===== config.mk =====
export PLATFORM = sky130hd
export DESIGN_NAME = regfile_dump
export DESIGN_NICKNAME = d
export VERILOG_FILES = /design/src/rtl/regfile_pkg.sv /design/src/rtl/regfile_dump.sv
export SDC_FILE = /design/constraint.sdc
export NUM_CORES = 1
export LEC_CHECK = 0
export CORE_ASPECT_RATIO = 1.5
export CORE_MARGIN = 2
export CORE_UTILIZATION = 25
export CTS_CLUSTER_SIZE = 40
export DETAILED_ROUTE_END_ITERATION = 12
export RECOVER_POWER = 25
export SLEW_MARGIN = 10
export SYNTH_ARGS = -nofsm -noshare
export SYNTH_HDL_FRONTEND = slang
export SYNTH_SLANG_ARGS = --single-unit
export TNS_END_PERCENT = 10

===== constraint.sdc =====
create_clock -name clk -period 4.95 [get_ports clk]
set_input_delay 0.7425 -clock clk [delete_from_list [all_inputs] [get_ports clk]]
set_output_delay 0.7425 -clock clk [all_outputs]
set_load 0.005 [all_outputs]

===== src/rtl/regfile_pkg.sv =====
// regfile_pkg: shared register-file geometry and dump FSM state type.
package regfile_pkg;
  localparam int REG_ADDR_W = 5;
  localparam int REG_DATA_W = 32;
  localparam int NUM_REGS = 32;
  typedef enum logic {IDLE, STREAM} dump_state_t;
endpackage


===== src/rtl/regfile_dump.sv =====
// regfile_dump: streams every register of a register file as valid/ready beats on start.
// Define REGFILE_DUMP_SKIP_ZERO_EN to begin at register 1 and leave register 0 out of the dump.
module regfile_dump #(
  parameter int NUM_REGS = regfile_pkg::NUM_REGS,
  parameter int ADDR_W = regfile_pkg::REG_ADDR_W,
  parameter int DATA_W = regfile_pkg::REG_DATA_W
) (
  input  logic              clk,
  input  logic              rst_n,
  input  logic              start,
  output logic              busy,
  output logic              done,
  output logic [ADDR_W-1:0] rd_addr,
  input  logic [DATA_W-1:0] rd_data,
  output logic              out_valid,
  input  logic              out_ready,
  output logic [DATA_W-1:0] out_data,
  output logic [ADDR_W-1:0] out_addr,
  output logic              out_last
);
  import regfile_pkg::*;
`ifdef REGFILE_DUMP_SKIP_ZERO_EN
  localparam int FIRST_I = 1;
`else
  localparam int FIRST_I = 0;
`endif
  localparam logic [ADDR_W-1:0] FIRST = ADDR_W'(FIRST_I);
  localparam logic [ADDR_W-1:0] SECOND = ADDR_W'(FIRST_I + 1);
  localparam logic [ADDR_W-1:0] LAST = ADDR_W'(NUM_REGS - 1);
  dump_state_t state;
  logic [ADDR_W-1:0] cnt;
  assign busy = state == STREAM;
  assign rd_addr = cnt;
  assign out_last = out_valid && out_addr == LAST;
  // cnt always holds the address being read for the next beat; it saturates at LAST
  always_ff @(posedge clk or negedge rst_n) begin
    if (!rst_n) begin
      state <= IDLE;
      cnt <= FIRST;
      out_valid <= 1'b0;
      done <= 1'b0;
      out_data <= '0;
      out_addr <= '0;
    end else begin
      done <= 1'b0;
      if (state == IDLE) begin
        if (start) begin
          out_data <= rd_data;
          out_addr <= FIRST;
          out_valid <= 1'b1;
          cnt <= SECOND;
          state <= STREAM;
        end
      end else if (out_valid && out_ready) begin
        if (out_addr == LAST) begin
          out_valid <= 1'b0;
          done <= 1'b1;
          cnt <= FIRST;
          state <= IDLE;
        end else begin
          out_data <= rd_data;
          out_addr <= cnt;
          cnt <= cnt == LAST ? cnt : cnt + 1'b1;
        end
      end
    end
  end
endmodule


Yosys cells after proc, flatten, opt, wreduce, memory -nomap -nowiden
Cells that the tools add are included.
Storage, ports and cells
  flip-flop bits (word level): 45
  input port bits: 36
  output and inout bits: 46
  word-level logic and storage cells: 43
Operators by class
  add/sub/neg operators: 1
  equality and inequality tests: 6
  multiplexer cells: 24
  reductions and logical operators: 6
Operators with widths (count)
  $mux W32: 4
  $mux W5: 9
  $mux W1: 11
  $eq A5 B5 Y1 const B: 2
  $reduce_and A3 Y1: 3
  $add A5 B1 Y5 const B: 1
  $ne A2 B1 Y1 const B: 2
  $ne A3 B3 Y1 const B: 1
  $logic_and A1 B1 Y1: 2
  $ne A2 B2 Y1 const B: 1
  $reduce_bool A2 Y1: 1

Depth between registers and ports, before layout
Gate-level depths: netlist of the first run.
  word-level depth: 5
  gate-level depth with buffers: 6
  gate-level depth less buffers: 6

Least setup slack after synthesis of the first run
No wires, ideal clock.
  path type: in2reg
  from: input out_ready
  to: register out_data[10]
  library setup time: 125 ps
  arrival time: 1618 ps
  required time: 4825 ps
  setup slack: 3207 ps
  stages on the path: 5
  path buffers: 1
  cell sequence: and3_1 > o21ai_4 > nand2_4 > buf_6 > mux2_2
On the way
  cells in the longest elaborated chain, start to end: 3
RTL lines
  start: declaration: line regfile_dump.sv:16  | input logic out_ready,
  $logic_and A1 B1 Y1: line regfile_dump.sv:54  | end else if (out_valid && out_ready) begin
  $ne A2 B1 Y1 (no line)
  $reduce_and A3 Y1 (no line)
  end signal: assignment: line regfile_dump.sv:48  | out_data <= rd_data;
  end signal: assignment: line regfile_dump.sv:61  | out_data <= rd_data;
  end: declaration: line regfile_dump.sv:17  | output logic [DATA_W-1:0] out_data,
Every way passes these cells.
A chain may end at the register's enable or synchronous reset.

==> results.md, run 1 <==
- Buffers inserted to repair hold after CTS numbered 0.
- The endpoint identified for the worst register-to-register timing path is out_data[24].
- For this block, the initial DRC count from the detailed router was 54.
- At the end of routability-driven placement, the weighted congestion stood at 0.774.
- Following the worst setup path forward leads to its endpoint at out_data[29].
- Setup repair after global routing left no endpoint under its margin.
- The post-synthesis sequential element count is 45.
- The number of max-slew violations in the final report is 46.
- Once layout is complete, the cells apart from fillers number 316.
- The filler cell count in the final layout is 704.
- Pin placement for this block handled 82 I/O pins.
- The number of clock buffers added by TritonCTS is 5.
- Summed over all layers, the routed wires come to 4.00 mm.
- The beginning of the worst hold path is out_data[12].
- In the global route stage, overall resource usage came out at 0.107.
- The top cell types in the final layout, fill and taps aside, are 80 x sky130_fd_sc_hd__clkdlybuf4s50_1, 45 x sky130_fd_sc_hd__dfrtp_1, 30 x sky130_fd_sc_hd__mux2_2.
- The residual DRC count is 0.
- The core region is 7180 µm².
- During placement, the flow inserted port buffers numbering 81.
- The length of the first detailed-routing pass in iterations is 4.
- IR analysis of the VDD net gives a maximum drop of 210 µV.
- The setup TNS after final layout is 0 ps.
- Max-cap violations in this run came to 1.
- STA puts the critical path data required time at 4850 ps.
- The number of buffers between clock root and the deepest sink is 2.
- The post-CTS clock slew at the launch and capture registers of the worst setup and hold paths is 70 ps.
- The logic depth of the worst path, buffers included is 1.
- The maximum achievable frequency is 0.391 GHz.
- The Yosys warning count is 0.
- The clock latency at the later pin of the worst-skew pair is 300 ps.
- CTS saw 45 sinks.
- In this design, the stage delay of the slowest critical-path cell is 1700 ps.
- Post-CTS timing repair inserted 0 buffers for setup.
- The analysis attributes to cell leakage a power of 1.15 nW.
- The type of the most critical hold path is flip-flop to flip-flop.
- The die area is 8030 µm².
- The number of placed instances, taps included, is 308.
- The count of endpoints failing setup in the final report is 0.
- The depth of the CTS H-tree is 2.
- From synthesis to final layout, the design area changed by 53.3%.
- The global-route wire length before repair is 6.46 mm.
- STA puts the critical path data arrival time at 2460 ps.
- The power per cell area is 366 nW/µm².
- The number of antenna diodes in the final layout is 0.
- The type of element capturing the critical path is an async pin.
- The net count after synthesis is 169.
- The horizontal extent of the die is 73.8 µm.
- In this run the core area contains 38 standard-cell rows.
- The critical path launch point is rst_n.
- The number of global-route vias before repair is 1365.
- The largest driver fanout on the critical path is 45.
- Walking the worst path, the cells encountered are clkbuf_1.
- The die is 109 µm tall.
- The detail-routed via count per cell is 4.24.
- In this run the mean area of a mapped cell was 14.0 µm².
- The cell area that synthesis handed to floorplanning was 1830 µm².
- Summed over all layers, the global routing overflow is 0.
- The cell family contributing the most delay on the critical path is buffers and inverters.
- The worst register-to-register path has a depth of 3.
- The final reports fail on max-capacitance violations, max-slew violations.
- The number of vias in the routed layout is 1341.
- The number of nets in the final layout is 253.
- The design draws 0.00102 W.
- The routed wire length per instance is 12.7 µm.
- Leaving out fill and tap cells, the most frequent cell in the layout is sky130_fd_sc_hd__clkdlybuf4s50_1.
- The proportion of layout cells with a drive suffix above 1 is 0.185.
- Of the synthesized area, sequential elements account for 0.616.
- The final critical path time including I/O delays and setup is 2560 ps.
- The worst clock skew is 9.62 ps.
- The final hold violation count was 0.
- The number of distinct library cells after synthesis is 27.
- The largest net degree at the start of global routing is 46.
- The cell with the biggest individual delay on the critical path is sky130_fd_sc_hd__clkbuf_1.
- The worst setup path is launched from an input pin.
- The root buffer cell is sky130_fd_sc_hd__clkbuf_8.
- For this configuration, the core starts out at a cell density of 0.255.
- For the pin with the worst max-slew slack, the measured transition is 2430 ps.
- In this run, post-CTS repair resized a total of 0 instances.
- The initial antenna violation count is 0.
- The half-perimeter wire length after detailed placement is 2.89 mm.
- The normalized max-slew margin is -0.619.
- The reg-to-reg critical path startpoint is busy.
- The buffering stage count on the worst path with inverters included is 1.
- The antenna violation net count after detailed routing is 0.
- The post-synthesis cell count is 131.
- Of the available clock period, the critical path in the final layout requires 0.517.
- The flow ran to the end, but the final reports show violations.
- The clock tree from TritonCTS is done.
- The setup check on the worst reg-to-reg path leaves a slack of 3190 ps.
- The worst setup path category is input pin to async pin.
-- layer usage --
| metal | wire length [µm] | share of wire | vias to the layer above | GRT usage |
|---|---|---|---|---|
| li1 | - | - | 631 | - |
| met1 | 1570 | 0.39 | 658 | 0.112 |
| met2 | 2130 | 0.53 | 47 | 0.189 |
| met3 | 211 | 0.053 | 5 | 0.0323 |
| met4 | 88 | 0.022 | 0 | 0.0571 |
| met5 | 0 | 0 | - | 0 |
-- flip-flops by register name, indices dropped and copies added (netlist names) --
register,cells
out_addr,5
busy,1
out_valid,1
out_data,32
done,1
rd_addr,5
-- per-stage QoR --
step / util / hold slack [ps] / setup WS (ps) / area [µm²]
2_1_floorplan: - / 447 / 3210 / 1830
3_3_place_gp: 0.379 / 470 / 2460 / 2720
3_5_place_dp: 0.379 / 484 / 2430 / 2720
4_1_cts: 0.390 / 502 / 2390 / 2800
5_1_grt: 0.390 / 514 / 1760 / 2800
6_report: 0.390 / 495 / 2390 / 2800
-- worst min path at each step --
| stage | endpoint | depth (start not counted) | slack [ps] |
|---|---|---|---|
| floorplan | busy | 0 | 450 |
| global placement | out_data[12] | 1 | 470 |
| detailed placement | out_data[12] | 1 | 480 |
| CTS | out_data[12] | 1 | 500 |
| global route | out_data[12] | 1 | 510 |
| finish | out_data[12] | 1 | 490 |
-- where the power goes --
group	switching [W]	leakage [nW]	internal (W)
Sequential	0.0000599	0.535	0.000441
Combinational	0.0000955	0.568	0.000209
Clock	0.000121	0.0450	0.0000980
-- Yosys cell counts, drive strengths merged --
cell type | instances | area share
o21a | 1 | 0.0041
and2 | 1 | 0.0034
ha | 2 | 0.014
a22o | 3 | 0.014
o211ai | 1 | 0.0041
nor4 | 1 | 0.0034
buf | 4 | 0.021
and3 | 2 | 0.0068
xor2 | 1 | 0.0048
a31oi | 1 | 0.0034
nor2 | 6 | 0.012
nor2b | 1 | 0.0034
nand3 | 9 | 0.027
nand2 | 12 | 0.029
o21ai | 3 | 0.014
dfrtp | 45 | 0.62
nand2b | 1 | 0.0034
o31a | 1 | 0.0048
mux2 | 32 | 0.20
nor3 | 2 | 0.0055
a21oi | 1 | 0.0027
o2bb2ai | 1 | 0.0048
-- area by class of cell --
type	instances	area, µm²	area share
clock inverters	2	10.0	0.00357
repair buffers	81	805	0.287
multi-input cells	82	663	0.237
clock buffers	6	72.6	0.0259
flip-flops and latches	45	1130	0.402
well taps	100	125	0.0447
-- cell families after synthesis --
logic type / count (synthesis) / synth area share
adder cells (fa/ha/maj): 2 / 0.0137
buffers and inverters: 4 / 0.0212
AND/OR/NAND/NOR: 35 / 0.0945
XOR/XNOR: 1 / 0.00479
AO/OA/AOI/OAI: 12 / 0.0527
multiplexers: 32 / 0.197
flip-flops: 45 / 0.616
Power figures use the tool's default switching activity.
==> inputs of run 2 (changes only) <==
==> constraint.sdc (replaced) <==
create_clock -name clk -period 2.05 [get_ports clk]
set_input_delay 0.3075 -clock clk [delete_from_list [all_inputs] [get_ports clk]]
set_output_delay 0.3075 -clock clk [all_outputs]
set_load 0.005 [all_outputs]
==> results.md, run 2 (synthesized netlist as in run 1, its figures left out) <==
- Timing would allow up to 0.515 GHz.
- The reg-to-reg critical path startpoint is rd_addr[0].
- Setup repair after global routing left no endpoint under its margin.
- The floorplan row count is 38 (unchanged).
- The horizontal extent of the die is 73.8 µm (unchanged).
- The register share of total power is 0.455 (-0.034).
- The total instance count after detailed placement is 314 (+1.9%).
- The number of vias in the routed layout is 1374 (+2.5%).
- The net load switching power is 0.000673 W (+140%).
- The number of max-slew violations in the final report is 0 (-100%).
- The number of flip-flops under the largest register name is 32 (unchanged).
- The root buffer cell is sky130_fd_sc_hd__clkbuf_8.
- The area growth from synthesis to final layout is 60.1%.
- The setup TNS after final layout is 0 ps (unchanged).
- The kind of start point of the critical path is a flip-flop.
- The part of the power in the clock network is 0.259 (+0.045).
- The worst setup path endpoint is out_last.
- The clock buffer count from CTS is 5 (unchanged).
- The number of non-filler instances in the completed layout is 323 (+2.2%).
- The proportion of layout cells with a drive suffix above 1 is 0.206 (+0.0211).
- The largest driver fanout on the critical path came to 4 (-91%).
- The most common cell after layout, fill and taps aside is sky130_fd_sc_hd__clkdlybuf4s50_1.
- The combinational fraction of design power is 0.286 (-0.011).
- The post-CTS setup-driven buffer insertion count came to 0 (unchanged).
- The die area is 8030 µm² (unchanged).
- The depth of the CTS H-tree is 2 (unchanged).
- The largest net degree at the start of global routing was 26 (-43%).
- The critical path arrival is 1630 ps (-830 ps).
- The flop-to-flop setup slack is 350 ps (-2840 ps).
- The final critical path time including I/O delays and setup is 1940 ps.
- The cell count of the worst reg-to-reg path is 6 (+3).
- The type of the most critical hold path is flip-flop to flip-flop.
- The hold-critical path depth is 1 (unchanged).
- The half-perimeter wire length after detailed placement came to 3.21 mm (+11%).
- The fraction of power spent switching nets is 0.253 (-0.0168).
- The final wirelength is 4.16 mm (+4.1%).
- out_data holds more flip-flops than any other register.
- The top-level I/O count was 82 (unchanged).
- The total power after layout is 0.00266 W (+160%).
- STA classifies the critical path endpoint as a primary output.
- The detail-routed via count per cell is 4.25 (+0.24%).
- The effective utilization at floorplan was 0.255 (unchanged).
- The clock tree from TritonCTS is done.
- The clock latency at the later pin of the worst-skew pair is 290 ps (about the same).
- The count of antenna diodes in the layout is 0 (unchanged).
- The global-route congestion overflow total was 0 (unchanged).
- The internal power consumption was 0.00198 W (+170%).
- The transition time at the pin with the least slew margin is 1240 ps (-1190 ps).
- The total leakage power is 1.21 nW (+5.0%).
- The count of endpoints failing setup in the final report is 0 (unchanged).
- The length of the first detailed-routing pass in iterations is 3 (-1).
- The worst setup path is of the flip-flop to primary output kind.
- The global-route wire length before repair came to 6.64 mm (+2.9%).
- The max-capacitance violation count is 0 (-1).
- The vertical die dimension is 109 µm (unchanged).
- The largest vdd supply drop is 514 µV (+140%).
- The capture point of the worst reg-to-reg path is rd_addr[1].
- The normalized max-slew margin was 0.171 (+0.791).
- The weighted congestion at the end of routability-driven global placement is 0.757 (-2.2%).
- The top cell types in the final layout, fill and taps aside, are 79 x sky130_fd_sc_hd__clkdlybuf4s50_1, 45 x sky130_fd_sc_hd__dfrtp_1, 30 x sky130_fd_sc_hd__mux2_2.
- The flow ran to the end, and the final reports show no timing, DRC or antenna violations.
- The violation count after the first detailed-routing iteration is 20 (-63%).
- The global-route total usage across every layer is 0.109 (+0.00152).
- The routed wire length per instance is 12.9 µm (+1.8%).
- The worst clock skew is 5.27 ps (-4.35 ps).
- The area of the core is 7180 µm² (unchanged).
- The residual DRC count is 0 (unchanged).
- The power per cell area came to 908 nW/µm² (+150%).
- The initial antenna violation count is 0 (unchanged).
- The required time reported for the critical path endpoint is 1740 ps (-3110 ps).
- The filler cell count in the final layout was 688 (-2.3%).
- The antenna violation net count after detailed routing is 0 (unchanged).
- Dividing the final minimum period by the clock period gives 0.947.
- In this run the worst setup path begins at out_addr[2].
- The number of nets in the final layout is 260 (+2.8%).
- The post-CTS clock slew at the launch and capture registers of the worst setup and hold paths is 80 ps (about the same).
- The count of input and output buffers is 81 (unchanged).
- The number of buffers between clock root and the deepest sink came to 2 (unchanged).
- The TritonCTS sink count was 45 (unchanged).
- The number of global-route vias before repair is 1372 (+0.51%).
- The final hold violation count is 0 (unchanged).
[run 2: cell count changes in the layout (fill, tap and decap cells not counted)]
cell / previous run / this run
sky130_fd_sc_hd__buf_4: 0 / 2
sky130_fd_sc_hd__bufinv_16: 0 / 1
sky130_fd_sc_hd__clkbuf_1: 2 / 3
sky130_fd_sc_hd__buf_12: 0 / 3
sky130_fd_sc_hd__clkbuf_8: 5 / 6
sky130_fd_sc_hd__dlygate4sd3_1: 0 / 2
sky130_fd_sc_hd__nand2_1: 11 / 10
sky130_fd_sc_hd__clkinv_2: 2 / 0
sky130_fd_sc_hd__clkdlybuf4s50_1: 80 / 79
sky130_fd_sc_hd__nand2_2: 0 / 1
[run 2: layout make-up]
type                            count  area (µm²)  area share
Timing Repair Buffer               88         893       0.305
Sequential cell                    45        1130       0.385
Tap cell                          100         125      0.0428
Multi-Input combinational cell     82         666       0.227
Clock inverter                      1        30.0      0.0103
Clock buffer                        7        86.3      0.0295
[run 2: worst min-delay path by stage]
stage	from	endpoint
after floorplan	rst_n	busy
final	out_data[13]	out_data[13]
after detailed placement	rst_n	out_data[23]
after CTS	out_data[3]	out_data[3]
after global placement	rst_n	out_data[23]
after global routing	out_data[7]	out_data[7]
[run 2: layer usage]
metal  share of wire  vias up  track usage
met4           0.013        0       0.0494
met5               0        -            0
met3           0.049        4       0.0231
li1                -      645            -
met2            0.56       43        0.193
met1            0.37      682        0.122
[run 2: power by group through the flow]
| stage | combinational (W) | clock (W) | sequential [W] |
|---|---|---|---|
| 4_1_cts | 0.000777 | 0.000725 | 0.00121 |
| 2_1_floorplan | 0.000251 | 0 | 0.00122 |
| 3_3_place_gp | 0.000765 | 0 | 0.00122 |
| 6_report | 0.000760 | 0.000688 | 0.00121 |
| 5_1_grt | 0.000828 | 0.000753 | 0.00124 |
| 3_5_place_dp | 0.000773 | 0 | 0.00123 |
[run 2: critical path: stages, from the launching register on]
cell and delay, ps:
sky130_fd_sc_hd__dfrtp_1 400, sky130_fd_sc_hd__nand3_2 150, sky130_fd_sc_hd__nor2_1 160, sky130_fd_sc_hd__and2_1 150
sky130_fd_sc_hd__clkdlybuf4s50_1 490
[run 2: through the flow]
stage	cell area [µm²]	hold slack, ps	utilization	worst slack (ps)
after floorplan	1830	11.9	-	475
after global placement	2800	308	0.390	153
after detailed placement	2800	309	0.390	133
after CTS	2930	515	0.408	65.3
after global routing	2930	522	0.408	5.18
final	2930	505	0.408	108
[run 2: repair_timing]
action                                  4_1_cts  5_1_grt
gates resized for setup                       0        1
hold buffers                                  1        0
endpoints found under the hold margin        20        0
endpoints found under the setup margin        0        1
